[src/rtl/matmul_pkg.sv]
// matmul_pkg: shared types and constants for the matrix-multiply operand loader.
// Holds the default element width and operand size, the element type, the
// loader state encoding and the operand buffer select values.
package matmul_pkg;
   localparam int DEF_DATA_WIDTH = 16;
   localparam int DEF_M          = 32;
   typedef logic signed [DEF_DATA_WIDTH-1:0] element_t;
   typedef enum logic [2:0] {S_IDLE, S_LOAD_A, S_LOAD_B, S_DONE, S_ERR} state_t;
   localparam logic BUF_A = 1'b0;
   localparam logic BUF_B = 1'b1;
endpackage

[src/rtl/mat_idx_counter.sv]
// mat_idx_counter: row-major row/col index counter with runtime wrap limits.
// Ports: clk_i/reset_i clock and async active-high reset; clr_i forces (0,0);
// adv_i steps one element; rows_i/cols_i current limits; row_o/col_o index;
// last_o high while the index sits on the final element (rows-1, cols-1).
module mat_idx_counter #(
   parameter int DW = 6,
   parameter int IW = 5
) (
   input  logic          clk_i,
   input  logic          reset_i,
   input  logic          clr_i,
   input  logic          adv_i,
   input  logic [DW-1:0] rows_i,
   input  logic [DW-1:0] cols_i,
   output logic [IW-1:0] row_o,
   output logic [IW-1:0] col_o,
   output logic          last_o
);
   logic [IW-1:0] row_q, row_d, col_q, col_d;
   logic          col_end;
   assign col_end = DW'(col_q) == cols_i - DW'(1);
   assign last_o  = col_end && (DW'(row_q) == rows_i - DW'(1));
   assign row_o   = row_q;
   assign col_o   = col_q;
   // Stepping past the last element wraps to (0,0) so the same counter can
   // start the next operand immediately with new limits.
   always_comb begin
      row_d = row_q;
      col_d = col_q;
      if (clr_i || (adv_i && last_o)) begin
         row_d = '0;
         col_d = '0;
      end else if (adv_i) begin
         col_d = col_end ? '0 : col_q + IW'(1);
         row_d = col_end ? row_q + IW'(1) : row_q;
      end
   end
   always_ff @(posedge clk_i or posedge reset_i) begin
      if (reset_i) begin
         row_q <= '0;
         col_q <= '0;
      end else begin
         row_q <= row_d;
         col_q <= col_d;
      end
   end
endmodule

[src/rtl/mat_loader.sv]
// mat_loader: streams a shape header then matrices A and B into operand buffers.
// Ports: clk_i/reset_i clock and async active-high reset; cfg_* header
// handshake with dims n (rows), m (cols), q (cols2); in_* element handshake;
// wr_* registered buffer write port (sel 0=A, 1=B); done_o/err_o one-cycle
// completion/rejection pulses; shape_*_o dims latched at the last header.
module mat_loader
   import matmul_pkg::*;
#(
   parameter int DATA_WIDTH = DEF_DATA_WIDTH,
   parameter int M          = DEF_M,
   parameter int DW         = $clog2(M + 1),
   parameter int IW         = $clog2(M)
) (
   input  logic                         clk_i,
   input  logic                         reset_i,
   input  logic                         cfg_valid_i,
   output logic                         cfg_ready_o,
   input  logic [DW-1:0]                cfg_rows_i,
   input  logic [DW-1:0]                cfg_cols_i,
   input  logic [DW-1:0]                cfg_cols2_i,
   input  logic                         in_valid_i,
   output logic                         in_ready_o,
   input  logic signed [DATA_WIDTH-1:0] in_data_i,
   output logic                         wr_en_o,
   output logic                         wr_sel_o,
   output logic [IW-1:0]                wr_row_o,
   output logic [IW-1:0]                wr_col_o,
   output logic signed [DATA_WIDTH-1:0] wr_data_o,
   output logic                         done_o,
   output logic                         err_o,
   output logic [DW-1:0]                shape_n_o,
   output logic [DW-1:0]                shape_m_o,
   output logic [DW-1:0]                shape_q_o
);
   state_t                       state_q, state_d;
   logic [DW-1:0]                n_q, m_q, q_q;
   logic                         wr_en_q, wr_sel_q;
   logic [IW-1:0]                wr_row_q, wr_col_q;
   logic signed [DATA_WIDTH-1:0] wr_data_q;
   logic                         cfg_fire, in_fire, bad_dims, last;
   logic [IW-1:0]                row, col;
   logic [DW-1:0]                lim_rows, lim_cols;

   assign cfg_fire = cfg_valid_i && cfg_ready_o;
   assign in_fire  = in_valid_i && in_ready_o;
   assign bad_dims = (cfg_rows_i == '0) || (cfg_rows_i > DW'(M)) ||
                     (cfg_cols_i == '0) || (cfg_cols_i > DW'(M)) ||
                     (cfg_cols2_i == '0) || (cfg_cols2_i > DW'(M));
   // A is n x m, B is m x q; limits switch with the state so the counter
   // picks up B's shape on the cycle after A's last element.
   assign lim_rows = (state_q == S_LOAD_B) ? m_q : n_q;
   assign lim_cols = (state_q == S_LOAD_B) ? q_q : m_q;

   mat_idx_counter #(.DW(DW), .IW(IW)) u_idx (
      .clk_i   (clk_i),
      .reset_i (reset_i),
      .clr_i   (cfg_fire),
      .adv_i   (in_fire),
      .rows_i  (lim_rows),
      .cols_i  (lim_cols),
      .row_o   (row),
      .col_o   (col),
      .last_o  (last)
   );

   always_ff @(posedge clk_i or posedge reset_i) begin
      if (reset_i) state_q <= S_IDLE;
      else         state_q <= state_d;
   end

   always_comb begin
      state_d = state_q;
      case (state_q)
         S_IDLE:   if (cfg_fire) state_d = bad_dims ? S_ERR : S_LOAD_A;
         S_LOAD_A: if (in_fire && last) state_d = S_LOAD_B;
         S_LOAD_B: if (in_fire && last) state_d = S_DONE;
         default:  state_d = S_IDLE;
      endcase
   end

   always_comb begin
      cfg_ready_o = state_q == S_IDLE;
      in_ready_o  = (state_q == S_LOAD_A) || (state_q == S_LOAD_B);
      done_o      = state_q == S_DONE;
      err_o       = state_q == S_ERR;
   end

   always_ff @(posedge clk_i or posedge reset_i) begin
      if (reset_i) begin
         n_q       <= '0;
         m_q       <= '0;
         q_q       <= '0;
         wr_en_q   <= 1'b0;
         wr_sel_q  <= BUF_A;
         wr_row_q  <= '0;
         wr_col_q  <= '0;
         wr_data_q <= '0;
      end else begin
         wr_en_q <= in_fire;
         if (cfg_fire) begin
            n_q <= cfg_rows_i;
            m_q <= cfg_cols_i;
            q_q <= cfg_cols2_i;
         end
         if (in_fire) begin
            wr_sel_q  <= (state_q == S_LOAD_B) ? BUF_B : BUF_A;
            wr_row_q  <= row;
            wr_col_q  <= col;
            wr_data_q <= in_data_i;
         end
      end
   end

   assign wr_en_o   = wr_en_q;
   assign wr_sel_o  = wr_sel_q;
   assign wr_row_o  = wr_row_q;
   assign wr_col_o  = wr_col_q;
   assign wr_data_o = wr_data_q;
   assign shape_n_o = n_q;
   assign shape_m_o = m_q;
   assign shape_q_o = q_q;
endmodule

[config.mk]
export PLATFORM = sky130hd
export DESIGN_NAME = mat_loader
export DESIGN_NICKNAME = d
export VERILOG_FILES = /design/src/rtl/matmul_pkg.sv /design/src/rtl/mat_idx_counter.sv /design/src/rtl/mat_loader.sv
export SDC_FILE = /design/constraint.sdc
export NUM_CORES = 1
export LEC_CHECK = 0
export BUFFER_PORTS_ARGS = -buffer_cell sky130_fd_sc_hd__buf_2
export CORE_MARGIN = 5
export CORE_UTILIZATION = 52
export CTS_CLUSTER_DIAMETER = 100
export DETAILED_ROUTE_END_ITERATION = 12
export GPL_TIMING_DRIVEN = 1
export PLACE_DENSITY = 0.8
export SLEW_MARGIN = 5
export SYNTH_ARGS = -nofsm -noshare
export SYNTH_HDL_FRONTEND = slang
export SYNTH_SLANG_ARGS = --single-unit
[constraint.sdc]
create_clock -name clk_i -period 4 [get_ports clk_i]
set_clock_uncertainty 0.1 [all_clocks]
set_input_delay 0.2 -clock clk_i [delete_from_list [all_inputs] [get_ports clk_i]]
set_output_delay 0.2 -clock clk_i [all_outputs]
set_load 0.005 [all_outputs]
After elaboration in Yosys (flattened, before gate mapping):

Cells that the tools add are included.

* bits in registers: 59
* output and inout port bits: 50
* word-level logic and storage cells: 60

* $add $sub $neg: 4
* order comparisons: 3
* equal/unequal tests: 9
* muxes and demuxes: 14
* reduce and logical (&&, ||, !) cells: 19

Operator list (number)
* 5-bit two-way mux: 6
* 6-bit greater-than comparator, second input constant: 3
* 6-bit zero test: 3
* 5-bit by 6-bit equality test with 1-bit output: 2
* 3-bit two-way mux: 4
* 6-bit two-way mux: 2
* 6-bit by 1-bit subtractor with 6-bit output, second input constant: 2
* 5-bit by 1-bit adder with 5-bit output, second input constant: 2
* 3-bit one-hot mux with 3 select lines: 1
* 1-bit logical OR: 7
* 3-bit by 2-bit equality test with 1-bit output, second input constant: 2
* 1-bit logical AND: 4
* 2-bit by 1-bit inequality test with 1-bit output, second input constant: 2
* 2-bit nonzero test: 2
* 3-bit by 1-bit equality test with 1-bit output, second input constant: 1
* 3-bit equality test, second input constant: 1
* 3-bit zero test: 1
* 3-bit AND reduction: 1
* 2-bit inequality test, second input constant: 1
* 2-bit AND reduction: 1
* 1-bit two-way mux: 1

Longest topological paths before layout:

Gate-level depths: netlist (run 1).

* depth in word-level cells: 9
* depth in mapped cells: 15
* gate-level depth less buffers: 11

By module:

From an unflattened synthesis (run 1), not the netlist that was laid out.

* cell total of the unflattened synthesis: 287
* area total of the unflattened synthesis: 3080.5 um2

Modules (own cells, without submodules)
* mat_loader: instances 1, cells each 179, area each 2173.3 um2, sequential area each 1226.2 um2
* mat_idx_counter: instances 1, cells each 108, area each 907.1 um2, sequential area each 250.2 um2

Worst setup path after synthesis (run 1):

No wires, ideal clock.

* kind: reg2reg
* start: reg state_q[0]
* end: reg state_q[0]
* library setup time: 77 ps
* data arrival time: 2764 ps
* path slack: 1058 ps
* cell stages (with the launch flop): 16
* path through: dfrtp_1 -> buf_2 -> nor3b_2 -> buf_6 -> buf_4 -> mux2i_1 -> ha_1 -> nor3b_1 -> xnor2_1 -> mux2i_1 -> xnor2_1 -> o2111ai_1 -> nor3_4 -> buf_6 -> nand2_2 -> a21oi_1

* cells in the longest elaborated chain, start to end: 8

RTL lines
* start: declaration: line mat_loader.sv:35 `state_t state_q, state_d;`
* start signal: assignment: line mat_loader.sv:68 `else state_q <= state_d;`
* 3-bit by 2-bit equality test with 1-bit output
* 6-bit two-way mux (on tied branches): line mat_loader.sv:52, mat_loader.sv:51
* 6-bit by 1-bit subtractor with 6-bit output (on tied branches): line mat_idx_counter.sv:21, mat_idx_counter.sv:22
* 5-bit by 6-bit equality test with 1-bit output (on tied branches): line mat_idx_counter.sv:21, mat_idx_counter.sv:22
* 1-bit logical AND: line mat_idx_counter.sv:22 `assign last_o = col_end && (DW'(row_q) == rows_i - DW'(1));`
* 1-bit logical AND: line mat_loader.sv:75, mat_loader.sv:76
* 2-bit inequality test (no line) / 2-bit by 1-bit inequality test with 1-bit output (equally long branches)
* 3-bit AND reduction (no line)

Several ways; a longest one is shown, not always the timed one.
A chain may end at the register's enable or synchronous reset.

Worst setup path in the final report (run 1):

Same ends and word-level chain as after synthesis.

==> flow_summary_export.csv, run 1 <==
group,metric,value,unit
floorplanning,rows,27,
global_routing,antenna_found_initial,0,
cts,clock_latency,0.34,ns
placement,hpwlAfterDp,5290,um
setup_path,reg2reg_from,"state_q[0]$_DFFE_PP0P_",
floorplanning,die_w,86.0,um
synthesis,yosysMostFrequentCell,"nand2_1",
floorplanning,coreArea,5570,um2
synthesis,synth_seq_area_share,0.491,
synthesis,syn_nets,353,
sta,setup_viol,0,
sta,setup_tns,0,ns
global_routing,grt_usage,0.216,
setup_path,cp.arrival,3.50,ns
sta,relSlewSlack,0.286,
min_path,hold_path_class,"in2reg",
placement,dp.cells,461,
cells_and_area,syn_to_final_growth,29.6,%
power_and_ir_drop,leakage,1.94,nW
placement,place_congestion,0.789,
cts,ctsResizeCount,0,
synthesis,synth_ff_type,"dfrtp_1",
sta,fin_crit_sh,0.847,
route,antenna_left,0,
setup_path,worstSetupPathType,"reg2reg",
synthesis,yosys.area.top_type_share,0.491,
cells_and_area,instances_no_fill,497,
sta,period_minus_slack,3.39,ns
setup_path,endpoint,"state_q[0]$_DFFE_PP0P_",
sta,slew_violations,0,
synthesis,async_flop_share,1.00,
sta,hold_violations,0,
route,wire_per_inst,15.5,um
power_and_ir_drop,power,0.00210,W
setup_path,critPathLaunchType,"register",
synthesis,synth_cells,312,
floorplanning,die_h,86.0,um
route,routed_wl,7680,um
cts,cts_sinks,59,
synthesis,synth_area,3010,um2
cts,cts-root-buf,"clkbuf_8",
cts,clockBufferDepth,2,
global_routing,grt_pass1_vias,2632,
cells_and_area,drive_gt1_frac,0.311,
synthesis,yosysUniqueCellTypes,51,
placement,portBuffers,87,
synthesis,ys_seq_elements,59,
route,dr_total_vias,2673,
cts,htree_levels,3,
setup_path,cp-startpoint,"state_q[0]$_DFFE_PP0P_",
power_and_ir_drop,p_per_area,539,nW/um2
global_routing,grt_max_degree,35,
sta,rsz0062_at_grt,"no",
cells_and_area,diodes,0,
floorplanning,die_area,7400,um2
status,status,"finished clean",
synthesis,ys_warn_count,0,
cts,path_clk_slew,0.06,ns
global_routing,grt_overflow_total,0,
sta,clock.fmax,295,MHz
floorplanning,io_pins,88,
synthesis,synthTopCellsByArea,"dfrtp_1 49%, nand2_1 11%, mux2_2 7.5%, mux2i_1 3.0%, o21ai_0 2.0%",
sta,max_slew.worst_pin.slew,1.07,ns
cells_and_area,nets,461,
setup_path,cp.required,4.11,ns
route,firstDrtPassIters,4,
global_routing,grt_first_pass_wirelength,12600,um
setup_path,cp-end-kind,"register",
power_and_ir_drop,ir_worst_vdd,328,uV
cts,cts_tree,"yes",
cells_and_area,num-fill-cells,426,
setup_path,reg2regPathDepth,11,
synthesis,synth_edf_count,0,
cts,cts_buffers,9,
synthesis,synth_top_cells_by_count,"91 x nand2_1, 59 x dfrtp_1, 20 x mux2_2, 16 x nor2_1, 12 x o21ai_0",
floorplanning,initial_utilization,0.539,
setup_path,r2r-end,"state_q[0]$_DFFE_PP0P_",
route,drc,0,
setup_path,cp_max_fo,16,
synthesis,synth.avg_cell_area,9.63,um2
synthesis,synth_top_cell_by_area,"dfrtp_1",
setup_path,r2r_slack,0.61,ns
flow_run,maxCapViolations,0,
route,avgViaCountPerCell,5.38,
route,drt_iter0_markers,149,
==> sequential cells by signal, summed over array words and instances, names as in the netlist <==
signal and count:
u_idx.col_o 5, wr_sel_o 1, state_q 3, shape_m_o 6, wr_row_o 5, shape_q_o 6
wr_data_o 16, wr_col_o 5, wr_en_o 1, shape_n_o 6, u_idx.row_o 5
==> report_power, final <==
group | total, W | switching [W] | internal [W]
combinational | 0.000618 | 0.000304 | 0.000314
clock | 0.000582 | 0.000233 | 0.000349
sequential | 0.000897 | 0.000147 | 0.000750
total | 0.00210 | 0.000685 | 0.00141
==> logic make-up after synthesis <==
| logic type | share of synthesized area |
|---|---|
| multiplexers | 0.105 |
| flip-flops | 0.491 |
| XOR/XNOR | 0.0350 |
| buffers and inverters | 0.0254 |
| adder cells (fa/ha/maj) | 0.0125 |
| AND/OR/NAND/NOR | 0.236 |
| AO/OA/AOI/OAI | 0.0953 |
==> worst min-delay path by stage <==
stage / startpoint / end / slack (ns) / depth (start not counted)
6_report: cfg_cols2_i[3] / shape_q_o[3]$_DFFE_PP0P_ / 0.005 / 2
5_1_grt: cfg_rows_i[2] / shape_n_o[2]$_DFFE_PP0P_ / 0.00004 / 2
4_1_cts: cfg_rows_i[0] / shape_n_o[0]$_DFFE_PP0P_ / 0.0003 / 2
3_5_place_dp: reset_i / wr_data_o[9]$_DFFE_PP0P_ / 0.20 / 2
3_3_place_gp: reset_i / wr_data_o[9]$_DFFE_PP0P_ / 0.19 / 2
2_1_floorplan: cfg_valid_i / u_idx.col_o[1]$_DFFE_PP0P_ / 0.19 / 1
==> routing by layer <==
metal,part of all wire,routed length (um),vias up,global-route usage
li1,-,-,1292,-
met1,0.41,3110,1272,0.267
met2,0.51,3930,92,0.364
met3,0.060,463,17,0.0413
met4,0.023,175,0,0.0964
met5,0,0,-,0
==> layout by cell type, fill, tap and decap left out, types with 5 or more instances in the layout <==
cell type and n:
xor2_1 6, buf_2 87, mux2i_1 9, o21ai_0 12, nand2_1 91, nand3_1 8, dlygate4sd3_1 20, dfrtp_1 59
nor2_1 16, xnor2_1 6, clkbuf_8 9, nand2b_1 5, a21oi_1 6, mux2_2 20, nor3_1 11
==> critical path: stages (launching register included) <==
cell and delay, ns:
dfrtp_1 0.48, nor3b_2 0.44, mux2i_1 0.34, ha_1 0.25, nor3b_1 0.25, xnor2_1 0.09, mux2i_1 0.18, xnor2_1 0.14
o2111ai_1 0.19, nor3_4 0.50, a311o_1 0.26, a21oi_1 0.04
==> through the flow <==
| step | setup slack, ns | util | instance area, um2 | hold slack (ns) |
|---|---|---|---|---|
| 3_5_place_dp | 0.607 | 0.625 | 3480 | 0.198 |
| 6_report | 0.610 | 0.699 | 3890 | 0.00486 |
| 5_1_grt | 0.254 | 0.699 | 3890 | 0.0000439 |
| 4_1_cts | 0.588 | 0.695 | 3870 | 0.000259 |
| 3_3_place_gp | 0.765 | 0.625 | 3480 | 0.190 |
| 2_1_floorplan | 1.06 | - | 3010 | 0.186 |
==> what timing repair did <==
action,CTS,global route
hold buffers,18,2
endpoints found under the hold margin,44,2
endpoints found under the setup margin,0,0
setup buffers,0,0
==> layout make-up <==
type / instances / area, um2 / area share
Multi-Input combinational cell: 238 / 1450 / 0.373
Inverter: 2 / 7.51 / 0.00193
Clock buffer: 11 / 131 / 0.0337
Sequential cell: 59 / 1480 / 0.379
Timing Repair Buffer: 110 / 658 / 0.169
Clock inverter: 5 / 77.6 / 0.0199
Tap cell: 72 / 90.1 / 0.0231
No activity file was read; power rests on OpenSTA's default activity.
==> run 2: changes to the inputs <==
==> constraint.sdc (replaced) <==
create_clock -name clk_i -period 3.5 [get_ports clk_i]
set_clock_uncertainty 0.1 [all_clocks]
set_input_delay 0.175 -clock clk_i [delete_from_list [all_inputs] [get_ports clk_i]]
set_output_delay 0.175 -clock clk_i [all_outputs]
set_load 0.005 [all_outputs]
==> run 2 against run 1 <==
Highest routed layer unchanged. Die area is the same. Largest cell class unchanged. Via count grew 4.3%. Total power grew 13%. Critical path type unchanged.
==> flow_summary_export.csv, run 2 (synthesis gave the netlist of run 1 again) <==
group,metric,value,unit
status,status,"finished clean",
setup_path,cp.arrival,3.33,ns
power_and_ir_drop,ir_worst_vdd,327,uV
power_and_ir_drop,combPwrFrac,0.306,
cts,clock_latency,0.34,ns
power_and_ir_drop,power,0.00238,W
power_and_ir_drop,p_int,0.00157,W
cts,clockBufferDepth,2,
route,dr_total_vias,2788,
cts,htree_levels,3,
setup_path,cp_max_fo,15,
setup_path,critPathLaunchType,"register",
setup_path,worstSetupPathType,"reg2reg",
cts,cts_buffers,9,
power_and_ir_drop,clock_power_share,0.262,
placement,place_congestion,0.804,
sta,rsz0062_at_grt,"no",
cells_and_area,largest_reg_flops,16,
sta,slew_violations,0,
floorplanning,io_pins,88,
setup_path,crit_slowest_cell,"dfrtp_1",
floorplanning,die_w,86.0,um
route,avgViaCountPerCell,5.41,
cells_and_area,final_common_cell,"nand2_1",
route,antenna_left,0,
floorplanning,initial_utilization,0.539,
route,routed_wl,8080,um
placement,portBuffers,87,
floorplanning,die_area,7400,um2
route,wire_per_inst,15.7,um
cells_and_area,diodes,0,
sta,setup_viol,0,
floorplanning,coreArea,5570,um2
cts,path_clk_slew,0.07,ns
cells_and_area,nets,479,
setup_path,r2r_slack,0.29,ns
setup_path,path_cells,"nor3b_2 -> mux2i_1 -> ha_1 -> nor3b_1 -> xnor2_1 -> mux2i_1 -> xnor2_1 -> o2111ai_1 -> nor3_4 -> buf_12 -> o21a_1 -> o21ai_0",
power_and_ir_drop,sw_frac_of_total,0.338,
route,firstDrtPassIters,4,
setup_path,cp.required,3.62,ns
global_routing,grt_first_pass_wirelength,13100,um
cells_and_area,drive_gt1_frac,0.305,
sta,fin_crit_sh,0.917,
sta,hold_violations,0,
setup_path,cp-end-kind,"register",
global_routing,grt_usage,0.227,
cts,cts_sinks,59,
global_routing,grt_pass1_vias,2827,
power_and_ir_drop,p_sw,0.000802,W
floorplanning,die_h,86.0,um
power_and_ir_drop,p_per_area,584,nW/um2
setup_path,slowest_delay,0.47,ns
sta,max_slew.worst_pin.slew,1.12,ns
cells_and_area,syn_to_final_growth,35.3,%
cts,cts-root-buf,"clkbuf_8",
sta,period_minus_slack,3.21,ns
sta,clock.fmax,312,MHz
route,drc,0,
sta,relSlewSlack,0.254,
cts,cts_tree,"yes",
floorplanning,rows,27,
min_path,hold_path_class,"in2async",
cts,ctsResizeCount,0,
flow_run,maxCapViolations,0,
power_and_ir_drop,leakage,2.01,nW
cells_and_area,layout_common_cells,"91 x nand2_1, 87 x buf_2, 59 x dfrtp_1, 36 x dlygate4sd3_1, 20 x mux2_2",
route,drt_iter0_markers,112,
power_and_ir_drop,pwr-share-seq,0.432,
sta,setup_tns,0,ns
global_routing,antenna_found_initial,0,
global_routing,grt_overflow_total,0,
placement,hpwlAfterDp,5130,um
global_routing,grt_max_degree,56,
-- run 2: cell count changes in the layout (fill, tap and decap cells not counted), sizes merged --
cell	change
dlygate4sd3	+16
buf	+2
bufinv	-1
clkinv	+1
-- run 2: metrics by stage --
stage                     instances  area [um2]  hold slack, ns  utilization  worst slack (ns)
final                           515        4070          0.0217        0.730             0.290
after global routing            515        4070           0.127        0.730            0.0461
after CTS                       514        4050          0.0602        0.726            0.0944
after detailed placement        462        3490           0.268        0.626             0.133
after global placement          462        3490           0.265        0.626             0.270
after floorplan                 312        3010           0.161            -             0.558
-- run 2: repair_timing --
item	in CTS	in global routing
setup buffers	0	1
hold buffers	36	0
endpoints found under the setup margin	0	9
hold endpoints to repair	36	0
-- run 2: worst paths after layout --
kind,startpoint,end,cells past startpoint
setup reg to reg,state_q[1]$_DFFE_PP0P_,u_idx.row_o[2]$_DFFE_PP0P_,12
hold reg to reg,wr_row_o[0]$_DFFE_PP0P_,wr_row_o[0]$_DFFE_PP0P_,2
setup / recovery,state_q[1]$_DFFE_PP0P_,u_idx.row_o[2]$_DFFE_PP0P_,12
max in group asynchronous,reset_i,u_idx.col_o[1]$_DFFE_PP0P_,3
hold / removal,reset_i,wr_col_o[0]$_DFFE_PP0P_,2
min in group clk_i,wr_row_o[0]$_DFFE_PP0P_,wr_row_o[0]$_DFFE_PP0P_,2
-- run 2: metal layers --
| layer | up-vias | track usage | routed length [um] |
|---|---|---|---|
| met5 | - | 0 | 0 |
| met4 | 0 | 0.114 | 189 |
| met3 | 16 | 0.0423 | 500 |
| met2 | 99 | 0.397 | 4180 |
| met1 | 1341 | 0.265 | 3210 |
| li1 | 1332 | - | - |
-- run 2: layout make-up --
class | count | area (um2)
Fill cell | 407 | 1510
Sequential cell | 59 | 1480
Multi-Input combinational cell | 238 | 1450
Timing Repair Buffer | 128 | 846
Clock buffer | 11 | 141
Tap cell | 72 | 90.1
Clock inverter | 5 | 52.6
Inverter | 2 | 7.51
-- run 2: worst max-delay path: cells and delay by family (launching register included) --
| kind | cells | cell delay [ns] |
|---|---|---|
| compound gates | 3 | 0.38 |
| simple gates | 3 | 0.96 |
| mux | 2 | 0.50 |
| xor+xnor | 2 | 0.25 |
| buf+inv | 1 | 0.17 |
| flops | 1 | 0.47 |
| fa+ha+maj | 1 | 0.25 |
-- run 2: power by group through the flow --
stage,Sequential [W],Combinational [W],Clock (W)
after floorplan,0.00101,0.000393,0
after global placement,0.00103,0.000659,0
after detailed placement,0.00103,0.000682,0
after CTS,0.00102,0.000716,0.000626
after global routing,0.00105,0.000808,0.000657
final,0.00103,0.000728,0.000622
